===== src/rtl/display_scan_ctrl_if.sv =====
// Bundle between display_scan_ctrl and its data source: capture strobe and
// digit data in, registered scan outputs back.
// Latency: none (wires only). Backpressure: none; load is a fire-and-forget strobe.
// Signals: load/hexs/points/les/blink (source -> controller),
//          hex/an/p/le/pending/frame (controller -> display and source).
interface display_scan_ctrl_if #(
  parameter int DIGITS = 8
);
  logic                load;
  logic [4*DIGITS-1:0] hexs;
  logic [DIGITS-1:0]   points;
  logic [DIGITS-1:0]   les;
  logic [DIGITS-1:0]   blink;
  logic [3:0]          hex;
  logic [DIGITS-1:0]   an;
  logic                p;
  logic                le;
  logic                pending;
  logic                frame;

  // Source side: drives the digit data and observes the scan outputs.
  modport master (
    output load, hexs, points, les, blink,
    input  hex, an, p, le, pending, frame
  );

  // Controller side.
  modport slave (
    input  load, hexs, points, les, blink,
    output hex, an, p, le, pending, frame
  );
endinterface


===== src/rtl/display_scan_ctrl.sv =====
// Multiplexed digit scan controller with frame-synchronous, tear-free data update.
// Latency: outputs registered; a load becomes visible at the next frame boundary.
// Backpressure: none; repeated loads before the boundary overwrite (last wins).
// Ports: clk, rst_n (sync, active low), bus (display_scan_ctrl_if.slave).
// Optional feature: define DISP_SCAN_BLINK_EN for per-digit blinking with a
// phase that toggles every BLINK_DIV frames.
module display_scan_ctrl #(
  parameter int DIGITS    = 8,
  parameter int SCAN_DIV  = 100000,
  parameter int BLANK_CYC = 16,
  parameter int BLINK_DIV = 64
) (
  input logic                clk,
  input logic                rst_n,
  display_scan_ctrl_if.slave bus
);

  localparam int DW = $clog2(SCAN_DIV);
  localparam int IW = $clog2(DIGITS);
  localparam logic [DW-1:0] DIV_LAST  = DW'(SCAN_DIV - 1);
  localparam logic [DW-1:0] BLANK_END = DW'(BLANK_CYC);
  localparam logic [IW-1:0] IDX_LAST  = IW'(DIGITS - 1);

  // Scan position
  logic [DW-1:0] div_q, div_d;
  logic [IW-1:0] idx_q, idx_d;

  // Display (shown) and pending (staged) copies of the digit data
  logic [DIGITS-1:0][3:0] disp_hex_q, disp_hex_d;
  logic [DIGITS-1:0]      disp_pt_q, disp_pt_d;
  logic [DIGITS-1:0]      disp_le_q, disp_le_d;
  logic [DIGITS-1:0][3:0] pend_hex_q, pend_hex_d;
  logic [DIGITS-1:0]      pend_pt_q, pend_pt_d;
  logic [DIGITS-1:0]      pend_le_q, pend_le_d;
  logic                   pending_q, pending_d;

  // Registered outputs
  logic [3:0]        hex_q, hex_d;
  logic [DIGITS-1:0] an_q, an_d;
  logic              p_q, p_d;
  logic              le_q, le_d;
  logic              frame_q, frame_d;

  logic slot_end;
  logic wrap;

`ifdef DISP_SCAN_BLINK_EN
  localparam int BW = (BLINK_DIV > 1) ? $clog2(BLINK_DIV) : 1;
  localparam logic [BW-1:0] BLINK_LAST = BW'(BLINK_DIV - 1);

  logic [DIGITS-1:0] disp_blk_q, disp_blk_d;
  logic [DIGITS-1:0] pend_blk_q, pend_blk_d;
  logic [BW-1:0]     blink_cnt_q, blink_cnt_d;
  logic              phase_q, phase_d;
`endif

  always_comb begin
    div_d      = div_q;
    idx_d      = idx_q;
    disp_hex_d = disp_hex_q;
    disp_pt_d  = disp_pt_q;
    disp_le_d  = disp_le_q;
    pend_hex_d = pend_hex_q;
    pend_pt_d  = pend_pt_q;
    pend_le_d  = pend_le_q;
    pending_d  = pending_q;
`ifdef DISP_SCAN_BLINK_EN
    disp_blk_d  = disp_blk_q;
    pend_blk_d  = pend_blk_q;
    blink_cnt_d = blink_cnt_q;
    phase_d     = phase_q;
`endif

    slot_end = (div_q == DIV_LAST);
    wrap     = slot_end && (idx_q == IDX_LAST);

    if (slot_end) begin
      div_d = '0;
      idx_d = wrap ? '0 : idx_q + IW'(1);
    end else begin
      div_d = div_q + DW'(1);
    end

    // Display registers only change on the wrap edge, so a frame is never torn.
    // A load landing exactly on the boundary bypasses the staging copy.
    if (wrap) begin
      if (bus.load) begin
        disp_hex_d = bus.hexs;
        disp_pt_d  = bus.points;
        disp_le_d  = bus.les;
`ifdef DISP_SCAN_BLINK_EN
        disp_blk_d = bus.blink;
`endif
        pending_d  = 1'b0;
      end else if (pending_q) begin
        disp_hex_d = pend_hex_q;
        disp_pt_d  = pend_pt_q;
        disp_le_d  = pend_le_q;
`ifdef DISP_SCAN_BLINK_EN
        disp_blk_d = pend_blk_q;
`endif
        pending_d  = 1'b0;
      end
    end else if (bus.load) begin
      pend_hex_d = bus.hexs;
      pend_pt_d  = bus.points;
      pend_le_d  = bus.les;
`ifdef DISP_SCAN_BLINK_EN
      pend_blk_d = bus.blink;
`endif
      pending_d  = 1'b1;
    end

`ifdef DISP_SCAN_BLINK_EN
    if (wrap) begin
      if (blink_cnt_q == BLINK_LAST) begin
        blink_cnt_d = '0;
        phase_d     = ~phase_q;
      end else begin
        blink_cnt_d = blink_cnt_q + BW'(1);
      end
    end
`endif

    // Outputs are computed from next-state so the registered values line up
    // with the div/idx of the cycle they are presented in.
    hex_d   = disp_hex_d[idx_d];
    p_d     = disp_pt_d[idx_d];
    le_d    = disp_le_d[idx_d];
    frame_d = wrap;
    an_d    = '1;
    if (div_d >= BLANK_END) begin
      an_d[idx_d] = 1'b0;
    end
`ifdef DISP_SCAN_BLINK_EN
    if (phase_d && disp_blk_d[idx_d]) begin
      an_d = '1;
    end
`endif
  end

  always_ff @(posedge clk) begin
    if (!rst_n) begin
      div_q      <= '0;
      idx_q      <= '0;
      disp_hex_q <= '0;
      disp_pt_q  <= '0;
      disp_le_q  <= '0;
      pend_hex_q <= '0;
      pend_pt_q  <= '0;
      pend_le_q  <= '0;
      pending_q  <= 1'b0;
      hex_q      <= '0;
      an_q       <= '1;
      p_q        <= 1'b0;
      le_q       <= 1'b0;
      frame_q    <= 1'b0;
`ifdef DISP_SCAN_BLINK_EN
      disp_blk_q  <= '0;
      pend_blk_q  <= '0;
      blink_cnt_q <= '0;
      phase_q     <= 1'b0;
`endif
    end else begin
      div_q      <= div_d;
      idx_q      <= idx_d;
      disp_hex_q <= disp_hex_d;
      disp_pt_q  <= disp_pt_d;
      disp_le_q  <= disp_le_d;
      pend_hex_q <= pend_hex_d;
      pend_pt_q  <= pend_pt_d;
      pend_le_q  <= pend_le_d;
      pending_q  <= pending_d;
      hex_q      <= hex_d;
      an_q       <= an_d;
      p_q        <= p_d;
      le_q       <= le_d;
      frame_q    <= frame_d;
`ifdef DISP_SCAN_BLINK_EN
      disp_blk_q  <= disp_blk_d;
      pend_blk_q  <= pend_blk_d;
      blink_cnt_q <= blink_cnt_d;
      phase_q     <= phase_d;
`endif
    end
  end

  assign bus.hex     = hex_q;
  assign bus.an      = an_q;
  assign bus.p       = p_q;
  assign bus.le      = le_q;
  assign bus.pending = pending_q;
  assign bus.frame   = frame_q;

endmodule


===== src/flat_wrapper.sv =====
// flat-port wrapper written by rule: the top's interface ports become plain ports
module display_scan_ctrl_flat 
#(
  parameter int DIGITS    = 8,
  parameter int SCAN_DIV  = 100000,
  parameter int BLANK_CYC = 16,
  parameter int BLINK_DIV = 64
)
  (clk, rst_n, bus_load, bus_hexs, bus_points, bus_les, bus_blink, bus_hex, bus_an, bus_p, bus_le, bus_pending, bus_frame);
  display_scan_ctrl_if #(.DIGITS(DIGITS)) bus_i ();
  input logic clk;
  input logic rst_n;
  input wire logic [$bits(bus_i.load)-1:0] bus_load;
  input wire logic [$bits(bus_i.hexs)-1:0] bus_hexs;
  input wire logic [$bits(bus_i.points)-1:0] bus_points;
  input wire logic [$bits(bus_i.les)-1:0] bus_les;
  input wire logic [$bits(bus_i.blink)-1:0] bus_blink;
  output wire logic [$bits(bus_i.hex)-1:0] bus_hex;
  output wire logic [$bits(bus_i.an)-1:0] bus_an;
  output wire logic [$bits(bus_i.p)-1:0] bus_p;
  output wire logic [$bits(bus_i.le)-1:0] bus_le;
  output wire logic [$bits(bus_i.pending)-1:0] bus_pending;
  output wire logic [$bits(bus_i.frame)-1:0] bus_frame;
  assign bus_i.load = bus_load;
  assign bus_i.hexs = bus_hexs;
  assign bus_i.points = bus_points;
  assign bus_i.les = bus_les;
  assign bus_i.blink = bus_blink;
  assign bus_hex = bus_i.hex;
  assign bus_an = bus_i.an;
  assign bus_p = bus_i.p;
  assign bus_le = bus_i.le;
  assign bus_pending = bus_i.pending;
  assign bus_frame = bus_i.frame;
  display_scan_ctrl #(.DIGITS(DIGITS), .SCAN_DIV(SCAN_DIV), .BLANK_CYC(BLANK_CYC), .BLINK_DIV(BLINK_DIV)) u_core (.clk(clk), .rst_n(rst_n), .bus(bus_i));
endmodule

===== config.mk =====
export PLATFORM = sky130hd
export DESIGN_NAME = display_scan_ctrl_flat
export DESIGN_NICKNAME = d
export VERILOG_FILES = /design/src/rtl/display_scan_ctrl_if.sv /design/src/rtl/display_scan_ctrl.sv /design/src/flat_wrapper.sv
export SDC_FILE = /design/constraint.sdc
export NUM_CORES = 1
export LEC_CHECK = 0
export ABC_AREA = 1
export BUFFER_PORTS_ARGS = -buffer_cell sky130_fd_sc_hd__buf_2
export CAP_MARGIN = 20
export CORE_MARGIN = 4
export CORE_UTILIZATION = 55
export CTS_BUF_LIST = sky130_fd_sc_hd__clkbuf_8
export CTS_CLUSTER_SIZE = 28
export DETAILED_ROUTE_END_ITERATION = 10
export PLACE_DENSITY_LB_ADDON = 0.12
export SLEW_MARGIN = 20
export SYNTH_ARGS = -nofsm -noshare
export SYNTH_HDL_FRONTEND = slang
export SYNTH_SLANG_ARGS = --single-unit

===== constraint.sdc =====
create_clock -name clk -period 2.42 [get_ports clk]
set_input_delay 0.484 -clock clk [delete_from_list [all_inputs] [get_ports clk]]
set_output_delay 0.484 -clock clk [all_outputs]
set_load 0.01 [all_outputs]

==> impl_metrics.toml <==
[floorplan]
core_um2 = 12200
fp-row-count = 40
start_util = 0.568
die_w_um = 120
die_h_um = 120
dieArea_um2 = 14400
ioPinCount = 75

[yosys]
netlist_top_cells_area = "dfxtp_1 (38%), nand2_1 (25%), a21oi_1 (8.0%)"
yosysTopAreaCell = "dfxtp_1"
ys_seq_elements = 132
ys_seq_area_frac = 0.382
synth_area_um2 = 6910
ys_warn_count = 0
postSynthNetCount = 1137
synth_edf_count = 0
synth_top_cell_area_share = 0.382
syn_area_per_cell_um2 = 6.43
syn_inst = 1075
yosysUniqueCellTypes = 31
synth-async-reset-ratio = 0
synthFlopType = "dfxtp_1"

[worst_setup_path]
startpoint_type = "flop"
r2r_setup_slack_ps = 200
critPathArrivalTime_ps = 2560
worst-r2r-cell-count = 14
timing_worst_setup_path_type = "reg2reg"
critPathRequiredTime_ps = 2760
crit_fanout = 7
r2r_end = "u_core.bus.hex[2]"
end_kind = "flop"
worstReg2RegStart = "u_core.div_q[0]"

[clocking]
cts_sinks = 132
clockBufferDepth = 2
h-tree-depth = 4
cts_root_buffer = "clkbuf_8"
numCtsBuffers = 17
path_clk_slew_ps = 80
postCtsHoldBufs = 0
clk_latency_ps = 460
cts_tree = "done"

[drt]
first_pass_iters = 7
drc = 0
m1WireLength_um = 8220
num_vias = 6864
drt-initial-drc-count = 655
wl_um = 18100
via_per_inst = 5.28
wl_met2_um = 8420
ant_nets = 0
routed-wl-met3_um = 1110
avgRoutedWirePerCell_um = 13.9
highest_layer = "met4"

[sta]
final.min_clock_period_ps = 2220
rsz0062_at_grt = "no"
setup-violations-final = 0
worst_pin_slew_ps = 526
hold_violations = 0
timing.fmax_mhz = 450
fin_skew_ps = 8.85
fin_crit_sh = 0.918
finalWorstSetupSlack_ps = 199
maxSlewHeadroom = 0.649
maxSlewViolCount = 0
whs_ps = 305
tns_ps = 0

[place]
gp_congestion = 0.896
dpl.hpwl_um = 11600
preCtsSetupSlack_ps = 208
placed_cell_area_um2 = 7370
dp_cells = 1263
numPortBuffers = 66

[min_path]
hold_path_class = "in2reg"
hp-start = "bus_hexs[12]"
hold_end = "u_core.pend_hex_q[12]"
holdPathStages = 3

[finish]
finalNonFillerCells = 1301
drive_gt1_frac = 0.146
finish.utilization = 0.653
diodes = 0
final_area_um2 = 7940
nets = 1182
fill_cells = 1178
syn_to_final_growth_pct = 14.9

[pwr]
ir_drop_v = 0.000437
leakagePower_nw = 3.82
finalPower_mw = 4.91
power.density_nw_per_um2 = 619

[global_routing]
grt.overflow.total = 0
grt_max_degree = 52
grt_pass1_wl_um = 29600
grt_pass1_vias = 6070
grt_use_total = 0.251
antenna_found_initial = 0

[status]
outcome = "finished, final reports clean"

[run]
maxCapViolations = 0
[flip-flops by register name, summed over array words and instances, names as in the netlist]
register / cells
u_core.disp_hex_q: 32
u_core.pend_hex_q: 32
u_core.div_q: 17
u_core.bus.an: 8
u_core.disp_le_q: 8
u_core.disp_pt_q: 8
u_core.pend_le_q: 8
u_core.pend_pt_q: 8
u_core.bus.hex: 4
u_core.idx_q: 3
u_core.bus.frame: 1
u_core.bus.le: 1
u_core.bus.p: 1
u_core.bus.pending: 1
[cell usage after synthesis (2+ instances only)]
| cell type | count |
|---|---|
| nand2_1 | 461 |
| dfxtp_1 | 132 |
| a21oi_1 | 110 |
| nand3_1 | 73 |
| nor2_1 | 54 |
| inv_1 | 43 |
| o21ai_0 | 39 |
| clkbuf_1 | 37 |
| nand4_1 | 29 |
| buf_2 | 16 |
| nor2_4 | 9 |
| a21o_1 | 8 |
| nand2_2 | 8 |
| buf_4 | 7 |
| xor2_1 | 7 |
| nor3_1 | 6 |
| buf_1 | 5 |
| inv_2 | 5 |
| nand2_4 | 5 |
| nand3_2 | 5 |
| buf_6 | 3 |
| ha_1 | 3 |
| nor2_2 | 2 |
[layout make-up]
cell class | count | area (um2) | share of cell area
Multi-Input combinational cell | 824 | 3760 | 0.473
Sequential cell | 132 | 2640 | 0.333
Timing Repair Buffer | 94 | 628 | 0.0791
Clock buffer | 22 | 303 | 0.0381
Tap cell | 168 | 210 | 0.0265
Clock inverter | 10 | 200 | 0.0252
Inverter | 51 | 199 | 0.0251
[cell families after synthesis]
group	Yosys count	share of synthesized area
and+or+nand+nor	656	0.410
AOI/OAI and AO/OA	158	0.118
DFF	132	0.382
buffers and inverters	119	0.0757
xor gates and xnor gates	7	0.00887
adders and majority gates	3	0.00543
[worst max-delay path, stage by stage (launching register included)]
cell       delay, ps
dfxtp_1          360
ha_1             170
nand2_1          100
inv_2             90
nand2_1           80
nor2_2           130
nand4_1          200
clkbuf_16        240
buf_4            160
nand2_1           80
nand2_1           70
nand3_1           70
nand2_1           80
nor2_1           200
a21oi_1           90
[worst max-delay path by stage]
| stage | endpoint | start | cells after the start | slack (ps) |
|---|---|---|---|---|
| final | u_core.bus.hex[2] | u_core.div_q[0] | 14 | 200 |
| after global routing | u_core.bus.p | u_core.div_q[0] | 15 | 10 |
| after CTS | u_core.bus.p | u_core.div_q[0] | 13 | 180 |
| after detailed placement | u_core.pend_hex_q[23] | u_core.div_q[0] | 11 | 210 |
| after global placement | u_core.bus.le | u_core.div_q[0] | 15 | 240 |
| after floorplan | u_core.bus.hex[1] | u_core.idx_q[0] | 12 | 620 |
[layout by cell type (no fill, tap or decap), types with 22 or more instances in the layout]
cell type	instances
nand2_1	461
dfxtp_1	132
a21oi_1	110
nand3_1	73
buf_2	66
nor2_1	53
inv_1	44
o21ai_0	39
nand4_1	29
clkbuf_8	22
[layer usage]
metal / GRT usage / up-vias
met5: 0 / -
met4: 0.0852 / 0
met3: 0.0490 / 29
met2: 0.396 / 222
met1: 0.345 / 3074
li1: - / 3539
[repair_timing]
action,CTS,global route
setup endpoints to repair,0,25
gates resized for setup,0,3
setup buffers,0,4
[report_power, final]
part           total (mW)  leakage (nW)  internal (mW)  switching (mW)
clock network        2.32         0.258           1.46           0.856
logic               0.350          2.49          0.127           0.222
registers            2.25          1.07           2.22          0.0225
Note: power is estimated with default switching activity, not from simulation.
